$ cat src/rtl/stream_pkg.sv
// Shared definitions for the stream merge block.
//   clog2          : ceiling log2 helper used to size channel tags
//   state_e        : merge FSM encoding (IDLE=0, SEND=1)
//   DEFAULT_DATA_W : default stream data width
package stream_pkg;

   localparam int unsigned DEFAULT_DATA_W = 32;

   typedef enum logic {
      IDLE = 1'b0,
      SEND = 1'b1
   } state_e;

   function automatic int unsigned clog2(input int unsigned n);
      int unsigned r;
      r = 0;
      while ((32'd1 << r) < n) begin
         r = r + 1;
      end
      return r;
   endfunction

endpackage

$ cat src/rtl/rr_arbiter.sv
// Combinational round-robin winner selection with optional hold of the previous winner.
//   req        in  N_CH  request vector
//   last_grant in  ID_W  index granted last time
//   hold_ok    in  1     previous winner may be granted again if it still requests
//   grant      out N_CH  one-hot grant (all zero when nothing requests)
//   grant_idx  out ID_W  index of the granted channel
//   any        out 1     some channel was granted
module rr_arbiter #(
   parameter int unsigned N_CH = 4,
   parameter int unsigned ID_W = 2
) (
   input  logic [N_CH-1:0] req,
   input  logic [ID_W-1:0] last_grant,
   input  logic            hold_ok,
   output logic [N_CH-1:0] grant,
   output logic [ID_W-1:0] grant_idx,
   output logic            any
);

   logic [ID_W-1:0] cand;

   always_comb begin
      grant     = '0;
      grant_idx = '0;
      any       = 1'b0;
      cand      = '0;
      if (hold_ok && req[last_grant]) begin
         grant_idx = last_grant;
         any       = 1'b1;
      end else begin
         // Scan last_grant+1 .. last_grant+N_CH so last_grant itself has lowest priority.
         for (int k = 1; k <= int'(N_CH); k++) begin
            cand = ID_W'((int'(last_grant) + k) % int'(N_CH));
            if (!any && req[cand]) begin
               grant_idx = cand;
               any       = 1'b1;
            end
         end
      end
      if (any) begin
         grant[grant_idx] = 1'b1;
      end
   end

endmodule

$ cat src/rtl/stream_rr_merge.sv
// Round-robin merge of N_CH stb/ack producer streams into one tagged consumer stream,
// plus a sticky, maskable, clearable exception register.
//   clk, rst            clock (rising) and asynchronous active-low reset
//   input_in            N_CH*DATA_W  flattened producer data, channel i at [i*DATA_W +: DATA_W]
//   input_in_stb/ack    N_CH         per-channel handshake
//   output_out(_id)     DATA_W/ID_W  merged word and its source channel
//   output_out_stb/ack  1            consumer handshake
//   exception_in/mask   N_CH         per-channel exception and ignore mask
//   exception_clr       1            clears sticky flags
//   exception_src       N_CH         sticky flags
//   exception           1            registered OR of exception_src
module stream_rr_merge
   import stream_pkg::*;
#(
   parameter int unsigned N_CH    = 4,
   parameter int unsigned DATA_W  = DEFAULT_DATA_W,
   parameter int unsigned BURST   = 1,
   localparam int unsigned ID_W   = (clog2(N_CH) < 1) ? 1 : clog2(N_CH)
) (
   input  logic                   clk,
   input  logic                   rst,
   input  logic [N_CH*DATA_W-1:0] input_in,
   input  logic [N_CH-1:0]        input_in_stb,
   output logic [N_CH-1:0]        input_in_ack,
   output logic [DATA_W-1:0]      output_out,
   output logic [ID_W-1:0]        output_out_id,
   output logic                   output_out_stb,
   input  logic                   output_out_ack,
   input  logic [N_CH-1:0]        exception_in,
   input  logic [N_CH-1:0]        exception_mask,
   input  logic                   exception_clr,
   output logic [N_CH-1:0]        exception_src,
   output logic                   exception
);

   localparam logic [7:0] BURST_C = 8'(BURST);

   state_e            state_q, state_d;
   logic [ID_W-1:0]   last_grant_q;
   logic [7:0]        burst_cnt_q, burst_cnt_d;
   logic              hold_ok, hold, any, accept;
   logic [N_CH-1:0]   grant;
   logic [ID_W-1:0]   grant_idx;
   logic [DATA_W-1:0] win_data;
   logic [N_CH-1:0]   exc_set;

   // burst_cnt is zero only straight out of reset, so the reset value of last_grant
   // can never win by holding and channel 0 gets first priority.
   assign hold_ok = (burst_cnt_q != 8'd0) && (burst_cnt_q < BURST_C);
   assign hold    = hold_ok && input_in_stb[last_grant_q];
   assign accept  = (state_q == IDLE) && any;

   rr_arbiter #(
      .N_CH (N_CH),
      .ID_W (ID_W)
   ) u_arb (
      .req        (input_in_stb),
      .last_grant (last_grant_q),
      .hold_ok    (hold_ok),
      .grant      (grant),
      .grant_idx  (grant_idx),
      .any        (any)
   );

   always_comb begin
      win_data = '0;
      for (int i = 0; i < int'(N_CH); i++) begin
         if (grant[i]) begin
            win_data = input_in[i*DATA_W +: DATA_W];
         end
      end
   end

   // A rotation restarts the count, so the new owner has used one slot.
   always_comb begin
      burst_cnt_d = 8'd1;
      if (hold) begin
         burst_cnt_d = (burst_cnt_q < BURST_C) ? burst_cnt_q + 8'd1 : burst_cnt_q;
      end
   end

   // FSM: state register
   always_ff @(posedge clk or negedge rst) begin
      if (!rst) begin
         state_q <= IDLE;
      end else begin
         state_q <= state_d;
      end
   end

   // FSM: next state
   always_comb begin
      state_d = state_q;
      unique case (state_q)
         IDLE:    if (any) state_d = SEND;
         SEND:    if (output_out_ack) state_d = IDLE;
         default: state_d = IDLE;
      endcase
   end

   // FSM: outputs; acks are masked while reset is asserted
   always_comb begin
      input_in_ack   = '0;
      output_out_stb = 1'b0;
      unique case (state_q)
         IDLE:    if (rst) input_in_ack = grant;
         SEND:    output_out_stb = 1'b1;
         default: ;
      endcase
   end

   always_ff @(posedge clk or negedge rst) begin
      if (!rst) begin
         output_out    <= '0;
         output_out_id <= '0;
         last_grant_q  <= ID_W'(N_CH - 1);
         burst_cnt_q   <= 8'd0;
      end else if (accept) begin
         output_out    <= win_data;
         output_out_id <= grant_idx;
         last_grant_q  <= grant_idx;
         burst_cnt_q   <= burst_cnt_d;
      end
   end

   // Set wins over clear; the mask only gates new sets.
   assign exc_set = exception_in & ~exception_mask;

   always_ff @(posedge clk or negedge rst) begin
      if (!rst) begin
         exception_src <= '0;
         exception     <= 1'b0;
      end else begin
         exception_src <= exc_set | (exception_src & ~{N_CH{exception_clr}});
         exception     <= |exception_src;
      end
   end

endmodule

$ cat config.mk
export PLATFORM = sky130hd
export DESIGN_NAME = stream_rr_merge
export DESIGN_NICKNAME = d
export VERILOG_FILES = /design/src/rtl/stream_pkg.sv /design/src/rtl/rr_arbiter.sv /design/src/rtl/stream_rr_merge.sv
export SDC_FILE = /design/constraint.sdc
export NUM_CORES = 1
export LEC_CHECK = 0
export CELL_PAD_IN_SITES_DETAIL_PLACEMENT = 1
export CELL_PAD_IN_SITES_GLOBAL_PLACEMENT = 1
export CORE_MARGIN = 2
export CORE_UTILIZATION = 26
export CTS_BUF_LIST = sky130_fd_sc_hd__clkbuf_8 sky130_fd_sc_hd__clkbuf_16
export DETAILED_ROUTE_END_ITERATION = 12
export GPL_TIMING_DRIVEN = 0
export HOLD_SLACK_MARGIN = 0.02
export PLACE_DENSITY = 0.8
export SYNTH_ARGS = -nofsm -noshare
export SYNTH_HDL_FRONTEND = slang
export SYNTH_HIERARCHICAL = 1
export SYNTH_SLANG_ARGS = --single-unit
$ cat constraint.sdc
create_clock -name clk -period 4.22 [get_ports clk]
set_input_delay 1.055 -clock clk [delete_from_list [all_inputs] [get_ports clk]]
set_output_delay 1.055 -clock clk [all_outputs]
set_load 0.03 [all_outputs]
==> results.yml <==
global_route:
  grtUsageTotal_pct: 19.9
  grt_start_max_net_pins: 24
  gr-total-overflow: 0
  grtUsageMet1_pct: 22.8
  grtUsageMet2_pct: 37.6
  antenna_found_initial: 0
  grt_pass1_wl_um: 18500
  grt-busiest-layer: "met2"
  grt_pass1_vias: 3536
  grt_use_met3_pct: 4.82
logic_synthesis:
  yosysTopAreaCellShare_pct: 34.2
  ys_warn_count: 6
  synth_adder_area_share_pct: 0
  seq_area_frac_synth_pct: 36.0
  synthTopCellsByArea: "dfrtp_1 (34%), a211oi_2 (10%), nor3b_1 (8.5%), a22oi_1 (7.9%), a21oi_2 (6.0%)"
  synth_area_per_cell_sq_um: 9.57
  syn_area_sq_um: 2930
  synthCells: 306
  synth_simple_gate_area_share_pct: 21.0
  muxShareOfSynthArea_pct: 1.50
  synth_compound_area_share_pct: 32.8
  yosysTopAreaCell: "dfrtp_1"
  async_flop_share_pct: 100
  ys_seq_elements: 42
  synth_edf_count: 0
  yosysUniqueCellTypes: 48
  synth_ff_type: "dfrtp_1"
  synth_xor_xnor_area_share_pct: 0.299
  synth_top_family_by_area: "compound AO/OA/AOI/OAI gates"
pwr:
  power.share.clock_pct: 10.5
  p_leak_nw: 1.96
  combPwrFrac_pct: 70.3
  pwr-share-seq_pct: 19.2
  switching_share_pct: 47.2
  ir_drop_uv: 318
  switchingPower_mw: 1.78
  p_int_mw: 1.99
  finalPower_mw: 3.77
  powerDensity_nw_per_um2: 728
drt:
  route.antenna.remaining_nets: 0
  wl_per_cell_um: 19.3
  dr.pass1.iters: 4
  vias: 3268
  drt_wl_total_um: 12500
  drc_errors: 0
  first_iter_violations: 79
  via_per_inst: 5.07
sta:
  fin_hold_ws_ps: 477
  skew_ps: 6.48
  rsz0062_at_grt: "no"
  finalHoldViolCount: 0
  finalCritPeriodShare_pct: 94.8
  worstMarginPinSlew_ps: 568
  relSlewSlack_pct: 62.1
  fmax_mhz: 250
  slew_viol_final: 0
  setup_viol: 0
  finalCriticalPeriod_ps: 4000
clock_network:
  numCtsBuffers: 5
  clockBufferDepth: 2
  cts-root-buf: "clkbuf_16"
  cts_hold_buf: 0
  htreeDepth: 2
  clk_pin_slew_ps: 60
  clk_latency_ps: 280
  cts.sinks: 42
  cts_tree: "built"
setup_path:
  max_stage_delay_ps: 530
  end_kind: "primary output"
  cp_num_buf_inv: 3
  critical_path_arrival_ps: 2950
  path_max_fanout: 10
  crit_family: "buffers and inverters"
  path_cells: "dlygate4sd2_1 > mux4_2 > o31ai_1 > a31o_2 > o31a_1 > clkbuf_8 > and2_1 > buf_4"
  slowest_stage: "mux4_2"
  worst-endpoint-required_ps: 3160
  path_class: "in -> out"
  startpoint_type: "input pin"
status:
  status: "completed"
die:
  num_rows: 38
  die_width_um: 110
  initial_core_util_pct: 26.8
  core-area_sq_um: 10900
  io_pins: 188
  die_h_um: 110
  dieArea_sq_um: 12100
final_layout:
  nets: 648
  num_antenna_cells: 0
  design_area_sq_um: 5180
  areaGrowthSynthToFinish_pct: 76.8
  drive_gt1_share_pct: 19.2
worst_hold_path:
  hold_class: "reg -> reg"
place:
  gp_congestion: 0.793
  placed_area_sq_um: 4980
  io_buffers: 185
  place_hpwl_um: 9720
job:
  cap_viol_max_count: 0
## layer usage
| metal | wire length (um) | up-vias |
|---|---|---|
| li1 | - | 1514 |
| met1 | 4850 | 1627 |
| met2 | 6530 | 121 |
| met3 | 998 | 6 |
| met4 | 87 | 0 |
| met5 | 0 | - |
## path summary, 6_finish.rpt
kind / start / slack (ps) / cells past startpoint / end
min in group asynchronous: rst / 760 / 1 / output_out[15]
max in group asynchronous: rst / 2840 / 2 / last_grant_q[1]
hold / removal: last_grant_q[1] / 480 / 2 / last_grant_q[1]
setup reg to reg: last_grant_q[1] / 1110 / 11 / output_out[10]
hold reg to reg: last_grant_q[1] / 480 / 2 / last_grant_q[1]
setup / recovery: input_in_stb[1] / 220 / 8 / input_in_ack[3]
## synth_stat cells (all sizes together), types with 2 or more instances
library cell,number
nor2,37
nand2b,2
a21boi,2
a22oi,31
and2,5
clkbuf,9
o21ai,3
nor2b,3
dfrtp,40
a211oi,31
a21oi,34
buf,21
dfstp,2
nor3,2
and3,2
inv,11
nand2,12
nor3b,34
o22ai,4
## cell families after synthesis
| family | count (synthesis) |
|---|---|
| buffers and inverters | 41 |
| muxes | 3 |
| other | 1 |
| DFF | 42 |
| AOI/OAI and AO/OA | 114 |
| and+or+nand+nor | 104 |
| xor gates and xnor gates | 1 |
## power groups by stage
stage               combinational [mW]  sequential [mW]  clock, mW
CTS                               2.69            0.724      0.407
detailed placement                2.65            0.729          0
global route                      2.87            0.744      0.421
finish                            2.65            0.722      0.396
floorplan                         1.35             1.07          0
global placement                  2.58            0.717          0
## state kept, by name (all words and copies together), names as in the netlist
signal	flops
last_grant_q	2
output_out	32
exception	1
output_out_id	2
state_q	1
exception_src	4
## through the flow
stage	util, %	instances	TNS (ps)	setup WS, ps
after floorplan	-	309	0	346
after global placement	45.4	634	-4340	-1100
after detailed placement	45.6	635	-2750	-901
after CTS	47.3	644	0	5.22
after global routing	47.3	645	0	70.9
final	47.3	645	0	219
## cells in the final DEF (no fill, tap or decap), types with 5 or more instances in the layout
cell,count
a21oi_1,14
nor2_1,36
a211oi_2,24
nor3b_1,32
dfrtp_1,40
buf_6,8
buf_2,11
nand2_1,12
a211oi_1,7
clkbuf_16,5
clkdlybuf4s50_1,178
clkbuf_1,7
buf_4,6
inv_1,11
a21oi_2,20
a22oi_1,31
## cell type report
cell class / instances / area, sq um
Inverter: 11 / 41.3
Multi-Input combinational cell: 226 / 1660
Timing Repair Buffer: 189 / 1890
Clock inverter: 2 / 8.76
Sequential cell: 42 / 1050
Fill cell: 1236 / 5760
Buffer: 29 / 210
Clock buffer: 6 / 139
Tap cell: 140 / 175
## worst reg2reg max path, cell delays in order (launching register included)
cell and delay, ps:
dfstp_2 550, buf_2 210, nor4b_1 80, a32o_1 220
o31ai_1 250, a31o_2 250, nor2b_2 190, buf_8 110
buf_4 250, clkbuf_1 440, a22oi_1 230, a211oi_2 240
## what timing repair did
action                                  in CTS  in global routing
endpoints found under the setup margin       4                  4
pin swaps                                    1                  1
buffers inserted                             2                  1
resized for setup                           23                  2
Note: power is estimated with default switching activity, not from simulation.
